$ cat config.mk
export PLATFORM = sky130hd
export DESIGN_NAME = ex_operand_stage
export DESIGN_NICKNAME = d
export VERILOG_FILES = /design/src/rtl/ex_pkg.sv /design/src/rtl/ex_fwd_pick.sv /design/src/rtl/ex_operand_stage.sv
export SDC_FILE = /design/constraint.sdc
export NUM_CORES = 1
export LEC_CHECK = 0
export ABC_AREA = 1
export CAP_MARGIN = 5
export CORE_AREA = 2 2 152 80
export CTS_CLUSTER_SIZE = 40
export DETAILED_ROUTE_END_ITERATION = 16
export DIE_AREA = 0 0 154 82
export HOLD_SLACK_MARGIN = 0.1
export MAX_ROUTING_LAYER = met4
export PLACE_DENSITY = 0.75
export SYNTH_ARGS = -nofsm -noshare
export SYNTH_HDL_FRONTEND = slang
export SYNTH_SLANG_ARGS = --single-unit
$ cat constraint.sdc
create_clock -name clk -period 2.7 [get_ports clk]
set_input_delay 0.675 -clock clk [delete_from_list [all_inputs] [get_ports clk]]
set_output_delay 0.675 -clock clk [all_outputs]
set_load 0.02 [all_outputs]
$ cat src/rtl/ex_pkg.sv
// Shared EX-stage definitions: operand source encodings and register index width.
package ex_pkg;

    localparam int unsigned REG_ADDR_W = 5;

    localparam logic [1:0] SRC_RS   = 2'b00;
    localparam logic [1:0] SRC_PC   = 2'b01;
    localparam logic [1:0] SRC_ZERO = 2'b10;
    localparam logic [1:0] SRC_IMM  = 2'b11;

endpackage

$ cat src/rtl/ex_fwd_pick.sv
// Forwarding resolution for one register source: lowest matching index wins, x0 never forwards.
module ex_fwd_pick
    import ex_pkg::*;
#(
    parameter int unsigned XLEN    = 32,
    parameter int unsigned NUM_FWD = 2
) (
    input  logic                          en,
    input  logic [REG_ADDR_W-1:0]         rs_addr,
    input  logic [XLEN-1:0]               rs_data,
    input  logic [NUM_FWD-1:0]            fwd_valid,
    input  logic [NUM_FWD-1:0]            fwd_pending,
    input  logic [REG_ADDR_W*NUM_FWD-1:0] fwd_rd,
    input  logic [XLEN*NUM_FWD-1:0]       fwd_data,
    output logic                          hit,
    output logic                          pending,
    output logic [XLEN-1:0]               data
);

    // Scan upward and latch the first match so younger stages take priority.
    always_comb begin
        hit     = 1'b0;
        pending = 1'b0;
        data    = rs_data;
        for (int i = 0; i < int'(NUM_FWD); i++) begin
            if (!hit && en && fwd_valid[i] && (rs_addr != '0)
                && (fwd_rd[i*REG_ADDR_W +: REG_ADDR_W] == rs_addr)) begin
                hit     = 1'b1;
                pending = fwd_pending[i];
                data    = fwd_data[i*XLEN +: XLEN];
            end
        end
    end

endmodule

$ cat src/rtl/ex_operand_stage.sv
// Registered EX operand-1 select with forwarding, load-use stall, valid/ready handshake and stall counter.
module ex_operand_stage
    import ex_pkg::*;
#(
    parameter int unsigned XLEN    = 32,
    parameter int unsigned NUM_FWD = 2,
    parameter int unsigned CNT_W   = 16
) (
    input  logic                          clk,
    input  logic                          rst_n,
    input  logic                          in_valid,
    output logic                          in_ready,
    input  logic [1:0]                    src_sel,
    input  logic [REG_ADDR_W-1:0]         rs_addr,
    input  logic [XLEN-1:0]               rs_data,
    input  logic [XLEN-1:0]               pc,
    input  logic [XLEN-1:0]               imm,
    input  logic [NUM_FWD-1:0]            fwd_valid,
    input  logic [NUM_FWD-1:0]            fwd_pending,
    input  logic [REG_ADDR_W*NUM_FWD-1:0] fwd_rd,
    input  logic [XLEN*NUM_FWD-1:0]       fwd_data,
    input  logic                          flush,
    output logic                          out_valid,
    input  logic                          out_ready,
    output logic [XLEN-1:0]               operand,
    output logic [CNT_W-1:0]              stall_cnt
);

    localparam logic [0:0] ST_EMPTY = 1'b0;
    localparam logic [0:0] ST_FULL  = 1'b1;

    logic [0:0]      state;
    logic [0:0]      state_nxt;
    logic            fwd_hit;
    logic            fwd_pend;
    logic [XLEN-1:0] rs_val;
    logic [XLEN-1:0] sel_val;
    logic            hazard;
    logic            accept;

    ex_fwd_pick #(
        .XLEN    (XLEN),
        .NUM_FWD (NUM_FWD)
    ) u_fwd_pick (
        .en          (src_sel == SRC_RS),
        .rs_addr     (rs_addr),
        .rs_data     (rs_data),
        .fwd_valid   (fwd_valid),
        .fwd_pending (fwd_pending),
        .fwd_rd      (fwd_rd),
        .fwd_data    (fwd_data),
        .hit         (fwd_hit),
        .pending     (fwd_pend),
        .data        (rs_val)
    );

    assign hazard    = fwd_hit && fwd_pend;
    assign out_valid = (state == ST_FULL);
    assign in_ready  = !hazard && (!out_valid || out_ready);
    assign accept    = in_valid && in_ready && !flush;

    always_comb begin
        sel_val = '0;
        case (src_sel)
            SRC_RS:   sel_val = rs_val;
            SRC_PC:   sel_val = pc;
            SRC_ZERO: sel_val = '0;
            SRC_IMM:  sel_val = imm;
            default:  sel_val = '0;
        endcase
    end

    // Flush dominates; otherwise accept refills, a bare consume empties.
    always_comb begin
        state_nxt = state;
        if (flush) begin
            state_nxt = ST_EMPTY;
        end else if (accept) begin
            state_nxt = ST_FULL;
        end else if (out_valid && out_ready) begin
            state_nxt = ST_EMPTY;
        end
    end

    always_ff @(posedge clk) begin
        if (!rst_n) begin
            state <= ST_EMPTY;
        end else begin
            state <= state_nxt;
        end
    end

    always_ff @(posedge clk) begin
        if (!rst_n) begin
            operand <= '0;
        end else if (accept) begin
            operand <= sel_val;
        end
    end

    // Counts hazard cycles even while flushing; sticks at all-ones.
    always_ff @(posedge clk) begin
        if (!rst_n) begin
            stall_cnt <= '0;
        end else if (in_valid && hazard && (stall_cnt != '1)) begin
            stall_cnt <= stall_cnt + CNT_W'(1);
        end
    end

endmodule

==> summary.md <==
| Metric | Value |
|---|---|
| Status | `completed` |
| H-tree levels | `2` |
| Cts bufs inserted | `5` |
| Area delta synth->final | `73.3%` |
| Die X-Extent | `between 150 and 200 um` |
| Sequential fraction of the synthesis area | `0.254` |
| Fin cells | `about 1,100` |
| Sequential power share | `0.350` |
| Reg2Reg Depth | `9` |
| Vias per cell | `around 4.7` |
| Pleak | `about 3.1 nW` |
| Initial antenna violation count | `0` |
| Max VDD drop | `between 150 and 200 uV` |
| Core footprint | `0.0114 mm2` |
| Switch Pwr | `around 0.59 mW` |
| DR vias | `a little over 5,000` |
| Avg WL per Cell | `~14 um` |
| Worst-skew pair later-pin latency | `between 0.2 and 0.3 ns` |
| Async SR Flop Fraction | `0` |
| Detailed Place HPWL | `between 10 and 15 mm` |
| Crit. End Element | `output port` |
| Fin. max-slew vios | `0` |
| Period minus WS final | `2.62 ns` |
| Synth Cell Area | `0.00386 mm2` |
| Multi-input logic area | `approximately 0.0023 mm2` |
| WP data required | `2.03 ns` |
| Total of max-cap violations | `0` |
| Port Buffers | `around 240` |
| Worst setup margin | `0.0796 ns` |
| Initial DRT Pass Iterations | `5` |
| Top Ports | `around 240` |
| Period utilization | `0.971` |
| Worst slew pin tran | `roughly 0.66 ns` |
| Remaining Overflow, GRT | `0` |
| Main synth FF type | `dfxtp_1` |
| Drt drc | `0` |
| DP Worst Slack | `-0.571 ns` |
| Clk root buf | `clkbuf_16` |
| Layout cell share with drive strength beyond 1 | `0.0624` |
| Clock share of power | `0.337` |
| WHS Path Cells | `2` |
| Switching Fraction | `0.269` |
| Crit path launch type | `primary input` |
| # diodes | `0` |
| Worst hold path type | `flop to flop` |
| CTS sink count | `about 50` |
| Register bit total from synthesis | `about 50` |
| Synth Net Count | `about 900` |
| CTS clk-pin slew, worst paths | `roughly 0.070 ns` |
| EDFF count, synth | `0` |
| CP arrival | `roughly 2 ns` |
| Tot GR Track Use | `0.243` |
| First-pass GRT wire length | `approximately 24 mm` |
| Hold Fails Final Rpt | `0` |
| Power Dens Cells | `between 300 and 400 mW/mm2` |
| Max FO, Critical Path | `2` |
| Final Setup Violations | `0` |
| Inst Count DP | `between 1,000 and 1,500` |
| DRC marker count from the first detailed-route iteration | `around 220` |
| Starting density of the core | `0.339` |
| Mean Syn Cell Area | `approximately 5.4 um2` |
| Yosys Warn Count | `0` |
| WS Path Type | `primary input to output port` |
| Combinational group share of total power | `0.313` |
| Max clock buf depth | `2` |
| Seq. cell area | `slightly below 0.001 mm2` |
| GP Congestion | `0.894` |
| Fill cells | `about 1,100` |
| Nets | `around 1,100` |
| Largest net degree at the start of global routing | `66` |
| Syn Inst Count | `~700` |
| Max Clock Skew | `between 0.007 and 0.008 ns` |
| Drt total wl | `roughly 15 mm` |
| Internal power | `approximately 1.6 mW` |
| Vias in the first global route | `approximately 4,700` |
| Die Span Y | `82 um` |
| Netlist cell types | `29` |
| Max Fclk | `between 0.3 and 0.4 GHz` |
| FP Rows | `28` |
| TritonCTS clock tree | `done` |
| R2r setup slk | `approximately 0.65 ns` |
| Post-route ant nets | `0` |
| Post-CTS Hold Buffers | `0` |
| DIE AREA | `~0.013 mm2` |
| Slew HR | `0.559` |
[critical path, stage by stage]
cell,delay (ns)
clkdlybuf4s50_1,0.48
inv_1,0.04
nand2_1,0.05
nand2_1,0.06
nor2_2,0.09
nand2_2,0.07
nor2_4,0.09
nand3_2,0.08
nand2_2,0.09
nor2_1,0.06
buf_4,0.16
[per-layer routing]
layer	global-route usage	vias up	wire length, um
met2	0.400	165	6470
met3	0.0675	16	1210
met1	0.302	2277	6960
met4	0.0486	0	194
met5	-	-	0
li1	-	2682	-
[placed cells by master (no fill, tap or decap), types with 6 or more instances in the layout]
cell               n
nand4_1            7
o21ai_1            6
dfxtp_1           49
nor2_1            96
buf_4             28
dlymetal6s2s_1     9
o21ai_0           96
nand3_1           72
nand2_1          211
inv_1             96
clkdlybuf4s50_1  217
[power by group through the flow]
stage / Sequential, mW / Clock (mW) / Combinational (mW)
after global placement: 0.790 / 0 / 0.686
after floorplan: 0.830 / 0 / 0.228
after CTS: 0.774 / 0.764 / 0.695
final: 0.774 / 0.746 / 0.691
after detailed placement: 0.790 / 0 / 0.692
after global routing: 0.778 / 0.796 / 0.760
[stage by stage]
| stage | setup TNS [ns] | utilization | cell area [um2] | total power [mW] | hold slack [ns] |
|---|---|---|---|---|---|
| 3_3_place_gp | -7.95 | 0.567 | 6450 | 1.48 | 0.474 |
| 5_1_grt | -0.00335 | 0.588 | 6690 | 2.34 | 0.543 |
| 3_5_place_dp | -9.99 | 0.567 | 6450 | 1.48 | 0.478 |
| 6_report | 0 | 0.588 | 6690 | 2.21 | 0.492 |
| 2_1_floorplan | 0 | - | 3860 | 1.06 | 0.545 |
| 4_1_cts | 0 | 0.584 | 6640 | 2.23 | 0.489 |
[synthesized netlist by cell type (2+ instances only)]
cell / number / share of area
buf_1: 9 / 0.0087
and2_1: 2 / 0.0032
nor3_1: 3 / 0.0039
buf_4: 3 / 0.0058
nand3_2: 2 / 0.0052
inv_2: 2 / 0.0019
nand2_1: 213 / 0.21
xnor2_1: 4 / 0.0091
o21ai_0: 96 / 0.12
buf_2: 8 / 0.010
nand3_1: 72 / 0.093
nor2_1: 100 / 0.097
xor2_1: 2 / 0.0045
dfxtp_1: 49 / 0.25
nand4_1: 7 / 0.011
o21ai_1: 6 / 0.0078
clkbuf_1: 20 / 0.019
a21oi_1: 5 / 0.0065
o21bai_1: 3 / 0.0058
nor2_4: 2 / 0.0058
buf_6: 2 / 0.0058
inv_1: 97 / 0.094
[path summary, 6_finish.rpt]
| kind | to | startpoint |
|---|---|---|
| max | in_ready | fwd_rd[5] |
| min | stall_cnt[1] | stall_cnt[1] |
| min reg2reg | stall_cnt[1] | stall_cnt[1] |
| max reg2reg | stall_cnt[15] | stall_cnt[2] |
[sequential cells by signal, summed over array words and instances, names as in the netlist]
register,flops
operand,32
out_valid,1
stall_cnt,16
[area by class of cell]
cell class	instances	share of cell area
multi-input combinational	524	0.350
clock buffer	6	0.0208
inverter	99	0.0555
clock inverter	2	0.00561
sequential	49	0.147
timing repair buffer	266	0.394
tap	150	0.0280
[cells by family (layout without fill, tap and decap cells)]
family,Yosys count,in the layout,share of synthesized area
fa+ha+maj,1,1,0.00324
buf+inv,141,373,0.146
simple gates,404,404,0.432
xor+xnor,6,6,0.0136
flops,49,49,0.254
compound gates,113,113,0.150
[timing repair]
action | 4_1_cts | 5_1_grt
buffers inserted | 1 | 1
pin swaps | 6 | 16
endpoints found under the setup margin | 10 | 33
gates resized for setup | 17 | 15
No activity file was read; power rests on OpenSTA's default activity.
